**src/rtl/adc_capture_multi.sv**
```systemverilog
`default_nettype none
// ============================================================================
//  Module   : adc_capture_multi
//  Purpose  : Multi-channel ADCS7476-style serial capture with shared clock and
//             chip select, optional averaging and valid/ready result output.
//  Revision : 1.0 - initial release
// ============================================================================
module adc_capture_multi #(
    parameter int CHANNELS      = 1,
    parameter int ADC_BITS      = 12,
    parameter int FRAME_BITS    = 16,
    parameter int LEAD_ZEROS    = 4,
    parameter int CLK_DIV       = 4,
    parameter int SAMPLE_PERIOD = 20000,
    parameter int QUIET         = 2,
    parameter int AVG_LOG2      = 0
) (
    input  logic                         clk,
    input  logic                         reset,
    input  logic                         enable,
    output logic                         adc_clk,
    output logic                         adc_cs,
    input  logic [CHANNELS-1:0]          adc_sd,
    output logic [CHANNELS*ADC_BITS-1:0] data,
    output logic                         valid,
    input  logic                         ready,
    output logic                         overrun,
    output logic                         busy
);

    localparam int c_TICK_W   = (SAMPLE_PERIOD > 1) ? $clog2(SAMPLE_PERIOD) : 1;
    localparam int c_HOLD_CYC = QUIET * CLK_DIV;
    localparam int c_CNT_MAX  = (c_HOLD_CYC > CLK_DIV) ? c_HOLD_CYC : CLK_DIV;
    localparam int c_CNT_W    = $clog2(c_CNT_MAX + 1);
    localparam int c_BIT_W    = $clog2(FRAME_BITS + 1);
    localparam int c_AVG_W    = (AVG_LOG2 > 0) ? AVG_LOG2 : 1;
    localparam int c_ACC_W    = ADC_BITS + AVG_LOG2;
    localparam int c_CONV_CYC = CLK_DIV * (1 + 2 * FRAME_BITS);

    localparam logic [c_TICK_W-1:0] c_TICK_LAST = c_TICK_W'(SAMPLE_PERIOD - 1);
    localparam logic [c_TICK_W-1:0] c_TICK_ONE  = c_TICK_W'(1);
    localparam logic [c_CNT_W-1:0]  c_DIV_LAST  = c_CNT_W'(CLK_DIV - 1);
    localparam logic [c_CNT_W-1:0]  c_HOLD_LAST = c_CNT_W'(c_HOLD_CYC - 1);
    localparam logic [c_CNT_W-1:0]  c_CNT_ONE   = c_CNT_W'(1);
    localparam logic [c_BIT_W-1:0]  c_BIT_LAST  = c_BIT_W'(FRAME_BITS - 1);
    localparam logic [c_BIT_W-1:0]  c_BIT_ONE   = c_BIT_W'(1);
    localparam logic [c_AVG_W-1:0]  c_AVG_LAST  = c_AVG_W'((1 << AVG_LOG2) - 1);
    localparam logic [c_AVG_W-1:0]  c_AVG_ONE   = c_AVG_W'(1);

    localparam bit c_CFG_OK = (CHANNELS >= 1) && (CHANNELS <= 8) && (ADC_BITS >= 1) &&
                              (CLK_DIV >= 1) && (LEAD_ZEROS + ADC_BITS <= FRAME_BITS) &&
                              (SAMPLE_PERIOD > c_CONV_CYC + c_HOLD_CYC + 1);

    localparam logic [2:0] c_IDLE     = 3'd0;
    localparam logic [2:0] c_CS_SETUP = 3'd1;
    localparam logic [2:0] c_SHIFT    = 3'd2;
    localparam logic [2:0] c_CS_HOLD  = 3'd3;
    localparam logic [2:0] c_COMMIT   = 3'd4;

    logic [c_TICK_W-1:0] r_tick;
    logic [2:0]          r_state, w_state_nxt;
    logic [c_CNT_W-1:0]  r_cnt, w_cnt_nxt;
    logic                r_half, w_half_nxt;
    logic [c_BIT_W-1:0]  r_bit, w_bit_nxt;
    logic [c_AVG_W-1:0]  r_avg;
    logic                r_adc_clk, r_adc_cs, r_busy, r_valid, r_overrun;
    logic                w_start, w_sample, w_capture, w_commit, w_result;

    // Sample-period tick; holds its value while enable is low.
    always_ff @(posedge clk) begin
        if (!reset) begin
            r_tick <= '0;
        end else if (enable) begin
            r_tick <= (r_tick == c_TICK_LAST) ? '0 : r_tick + c_TICK_ONE;
        end
    end

    assign w_start = enable && (r_tick == c_TICK_LAST);

    always_ff @(posedge clk) begin
        if (!reset) begin
            r_state <= c_IDLE;
            r_cnt   <= '0;
            r_half  <= 1'b0;
            r_bit   <= '0;
        end else begin
            r_state <= w_state_nxt;
            r_cnt   <= w_cnt_nxt;
            r_half  <= w_half_nxt;
            r_bit   <= w_bit_nxt;
        end
    end

    // r_half: 0 = falling half (adc_clk low), 1 = rising half (adc_clk high).
    always_comb begin
        w_state_nxt = r_state;
        w_cnt_nxt   = r_cnt + c_CNT_ONE;
        w_half_nxt  = r_half;
        w_bit_nxt   = r_bit;
        w_sample    = 1'b0;
        case (r_state)
            c_IDLE: begin
                w_cnt_nxt = '0;
                if (w_start) begin
                    w_state_nxt = c_CS_SETUP;
                    w_half_nxt  = 1'b0;
                    w_bit_nxt   = '0;
                end
            end
            c_CS_SETUP: begin
                if (r_cnt == c_DIV_LAST) begin
                    w_state_nxt = c_SHIFT;
                    w_cnt_nxt   = '0;
                    w_half_nxt  = 1'b0;
                    w_bit_nxt   = '0;
                end
            end
            c_SHIFT: begin
                if (r_cnt == c_DIV_LAST) begin
                    w_cnt_nxt = '0;
                    if (!r_half) begin
                        w_half_nxt = 1'b1;
                        w_sample   = 1'b1;
                    end else begin
                        w_half_nxt = 1'b0;
                        if (r_bit == c_BIT_LAST) begin
                            w_state_nxt = (c_HOLD_CYC == 0) ? c_COMMIT : c_CS_HOLD;
                        end else begin
                            w_bit_nxt = r_bit + c_BIT_ONE;
                        end
                    end
                end
            end
            c_CS_HOLD: begin
                if (r_cnt == c_HOLD_LAST) begin
                    w_state_nxt = c_COMMIT;
                    w_cnt_nxt   = '0;
                end
            end
            c_COMMIT: begin
                w_state_nxt = c_IDLE;
                w_cnt_nxt   = '0;
            end
            default: begin
                w_state_nxt = c_IDLE;
                w_cnt_nxt   = '0;
            end
        endcase
    end

    assign w_capture = w_sample && (int'(r_bit) >= LEAD_ZEROS) &&
                       (int'(r_bit) < LEAD_ZEROS + ADC_BITS);
    assign w_commit  = (r_state == c_COMMIT);
    assign w_result  = w_commit && (r_avg == c_AVG_LAST);

    // Pin drivers are registered from the next state so they never glitch.
    always_ff @(posedge clk) begin
        if (!reset) begin
            r_adc_cs  <= 1'b1;
            r_adc_clk <= 1'b1;
            r_busy    <= 1'b0;
        end else begin
            r_adc_cs  <= !((w_state_nxt == c_CS_SETUP) || (w_state_nxt == c_SHIFT));
            r_adc_clk <= !((w_state_nxt == c_SHIFT) && !w_half_nxt);
            r_busy    <= (w_state_nxt == c_CS_SETUP) || (w_state_nxt == c_SHIFT) ||
                         (w_state_nxt == c_CS_HOLD);
        end
    end

    always_ff @(posedge clk) begin
        if (!reset) begin
            r_avg <= '0;
        end else if (w_commit) begin
            r_avg <= (r_avg == c_AVG_LAST) ? '0 : r_avg + c_AVG_ONE;
        end
    end

    // A fresh result always wins; overrun flags the lost unconsumed one.
    always_ff @(posedge clk) begin
        if (!reset) begin
            r_valid   <= 1'b0;
            r_overrun <= 1'b0;
        end else begin
            r_overrun <= w_result && r_valid && !ready;
            if (w_result) begin
                r_valid <= 1'b1;
            end else if (r_valid && ready) begin
                r_valid <= 1'b0;
            end
        end
    end

    for (genvar i = 0; i < CHANNELS; i++) begin : g_ch
        logic [ADC_BITS-1:0] r_shift;
        logic [ADC_BITS-1:0] w_shift_nxt;
        logic [c_ACC_W-1:0]  r_acc;
        logic [c_ACC_W-1:0]  w_sum;
        logic [ADC_BITS-1:0] r_word;

        if (ADC_BITS > 1) begin : g_shift_wide
            assign w_shift_nxt = {r_shift[ADC_BITS-2:0], adc_sd[i]};
        end else begin : g_shift_narrow
            assign w_shift_nxt = adc_sd[i];
        end

        assign w_sum = r_acc + c_ACC_W'(r_shift);

        always_ff @(posedge clk) begin
            if (!reset) begin
                r_shift <= '0;
                r_acc   <= '0;
                r_word  <= '0;
            end else begin
                if (w_capture) begin
                    r_shift <= w_shift_nxt;
                end
                if (w_commit) begin
                    if (w_result) begin
                        r_acc  <= '0;
                        r_word <= w_sum[c_ACC_W-1 -: ADC_BITS];
                    end else begin
                        r_acc  <= w_sum;
                    end
                end
            end
        end

        assign data[i*ADC_BITS +: ADC_BITS] = r_word;
    end

    assign adc_clk = r_adc_clk;
    assign adc_cs  = r_adc_cs;
    assign busy    = r_busy;
    assign valid   = r_valid;
    assign overrun = r_overrun;

    a_cfg_ok: assert property (@(posedge clk) c_CFG_OK)
        else $error("adc_capture_multi: sample period too short or frame layout invalid");

endmodule
`default_nettype wire

```
**config.mk**
```make
export PLATFORM = sky130hd
export DESIGN_NAME = adc_capture_multi
export DESIGN_NICKNAME = d
export VERILOG_FILES = /design/src/rtl/adc_capture_multi.sv
export SDC_FILE = /design/constraint.sdc
export NUM_CORES = 1
export LEC_CHECK = 0
export CAP_MARGIN = 10
export CORE_MARGIN = 8
export CORE_UTILIZATION = 58
export DETAILED_ROUTE_END_ITERATION = 12
export HOLD_SLACK_MARGIN = 0.06
export PLACE_DENSITY = 0.89
export SYNTH_ARGS = -nofsm -noshare
export SYNTH_HDL_FRONTEND = slang
export SYNTH_SLANG_ARGS = --single-unit
```
**constraint.sdc**
```tcl
create_clock -name clk -period 2.78 [get_ports clk]
set_input_delay 0.556 -clock clk [delete_from_list [all_inputs] [get_ports clk]]
set_output_delay 0.556 -clock clk [all_outputs]
set_load 0.01 [all_outputs]
```
==> metrics <==
status=finished, final reports clean; top cells by area, synth=dfxtp_1 (42%), ha_1 (6.8%), nor2_1 (5.7%); cells after synthesis=370; Tmin final=2.29 ns; Final Worst Setup Slack=0.491 ns; Comb pwr share=0.018; Hold Fails Final Rpt=0; Reg power frac=0.552; pwr dens=479 nW/um2; R2R Setup Slk=0.49 ns; critical-path maximum fanout=3; cell accounting for the most synthesized area=dfxtp_1; Die Ht=91.3 um; Yosys top cell area share=0.420; Max Used Layer=met4; switching pwr=0.378 mW; relative slew slack=0.480; Worst EP arrival=2.53 ns; Post-Place Setup Slack=0.396 ns; fill count=409; DR vias=2,688; Crit Path Category=reg -> reg; FF+latch area=1380 um2; WL met1=2770 um; Rows=27; synth unique cells=52; worst vdd ir=0.000409 V; register area share after synthesis=0.420; max-slew violations=0; Diodes inserted=0; Iteration-0 DRC Markers=177; later-pin clock latency in the skew report=0.35 ns; H-tree depth=3; clock share of power=0.430; clock skew=0.00887 ns; setup total negative slack=0 ns; unrepaired setup endpoints after global routing=no; Syn Area/Cell=8.89 um2; first-pass GRT wire length=11,100 um; Initial Utilization=0.598; grt total ovfl=0; met2 WL=3210 um; Clock Path Buffers=2; Synth Flop Type=dfxtp_1; Seq cells post-synth=69; placed cell areas=3560 um2; die span in x=91.3 um; Max-Cap Viols=0; crit end category=flip-flop; post-cts resize count=0; DR WL/cell=13.9 um; Worst setup SP type=flip-flop; largest net degree at the start of global routing=28; endpoints failing setup=0; Leak=1.48 nW; # IOs=22; asr flop ratio synth=0; Design Area, Final=3760 um2; switching share of power=0.210; Sink Count=69; initial antenna violation count=0; vias in the first global route=2,547; area grow syn2layout=14.2%; number of port buffers=21; drt total wl=6550 um; area of the multi-input gates=1800 um2; GRT Overall Usage=0.159; Worst-Margin Slew=0.778 ns; Hold WC Path Type=reg -> reg; internal power=1.42 mW; Warnings, synthesis=0; nets=417; fraction of layout cells with a size suffix above 1=0.0829; Post-CTS Setup Inserts=0; Post-Syn Nets=394; Max Clk Rate=0.437 GHz; CTS tree=yes; core region area=5510 um2; met3 wire length=342 um; Worst Path Required=3.02 ns; vias per inst=5.72; cell area after synthesis=3290 um2; Num CTS Buffers=9; Tcrit/Tclk final=0.823; drt first pass iters=6; RePlAce Congestion=0.830; Post-synth EDFFs=0; Detail Placement HPWL=4530 um; Final ANT Viol Nets=0; clock tree root buffer cell=clkbuf_8; DRC Markers=0; Reg clk slew, reported paths=0.07 ns; Die Area=8340 um2; hold_buf cts=0
## cell type report
type / instances / share of cell area
multi-input cells: 274 / 0.478
flip-flops and latches: 69 / 0.368
repair buffers: 25 / 0.0639
clock buffers: 13 / 0.0476
well taps: 72 / 0.0240
inverters: 14 / 0.0140
clock inverters: 3 / 0.00466
## synthesized netlist by cell type (2+ instances only)
master	count
buf_4	2
nor2b_1	3
and3_4	2
nor4_1	3
o211ai_1	3
a211o_1	2
ha_1	18
inv_1	14
nand2b_1	6
nand4_1	4
a31oi_1	2
mux2i_1	14
nand4b_1	3
o21ai_0	23
buf_2	3
a21o_1	3
nor3_1	5
a21oi_1	20
clkbuf_1	8
a211oi_1	5
xnor2_1	11
xor2_1	12
a32o_2	2
nand2_1	29
and3_1	18
nand3_1	12
nor2_1	50
dfxtp_1	69
## final timing paths
kind                                          from       to  cells after the start
worst min register to register             data[5]  data[5]                      2
worst max-delay path            g_ch[0].r_shift[0]  data[6]                      7
worst max register to register  g_ch[0].r_shift[0]  data[6]                      7
worst min-delay path                       data[5]  data[5]                      2
## state kept, by name, indices dropped and copies added (netlist names), 3 cells and up
signal,count
r_tick,15
r_cnt,4
r_state,3
g_ch.r_shift,12
g_ch.r_acc,12
data,12
r_bit,5
## layer usage
metal / vias to the layer above / GRT usage
met5: - / 0
met4: 0 / 0.108
met3: 21 / 0.0494
met2: 87 / 0.275
met1: 1237 / 0.163
li1: 1343 / -
## worst max-delay path, stage by stage, from the launching register on
cell,delay [ns]
dfxtp_1,0.33
ha_1,0.24
fa_1,0.41
a21oi_1,0.29
o21ai_0,0.23
o21ai_0,0.30
nor4_1,0.08
a211o_1,0.30
## cell usage in the layout (no fill, tap or decap), drive strengths merged, types with 3 or more instances in the layout
cell,instances
nor3,5
nand4b,3
nand3,12
xor2,12
clkbuf,13
ha,18
xnor2,11
nor2,51
and3,20
a21o,3
nor4,4
dfxtp,69
a211oi,6
inv,14
a21oi,20
nand2b,6
mux2i,14
o211ai,3
nor2b,4
nand4,5
nand2,29
buf,4
o21ai,24
clkdlybuf4s50,21
## cells by family after synthesis
| kind of cell | share of synthesized area |
|---|---|
| simple gates | 0.235 |
| compound gates | 0.133 |
| flops | 0.420 |
| buf+inv | 0.0342 |
| xor+xnor | 0.0612 |
| fa+ha+maj | 0.0745 |
| mux | 0.0426 |
## metrics by stage
step	std cells	utilization	total power, mW	hold slack (ns)
4_1_cts	470	0.682	1.82	0.461
6_report	470	0.682	1.80	0.458
2_1_floorplan	370	-	1.04	0.418
5_1_grt	470	0.682	1.86	0.482
3_3_place_gp	454	0.647	1.05	0.435
3_5_place_dp	454	0.647	1.05	0.453
## power groups by stage
stage	Clock (mW)	Sequential, mW	Combinational (mW)
global placement	0	1.02	0.0317
CTS	0.789	0.994	0.0326
detailed placement	0	1.02	0.0324
floorplan	0	1.02	0.0198
global route	0.831	0.993	0.0358
finish	0.773	0.994	0.0323
Power figures use the tool's default switching activity.
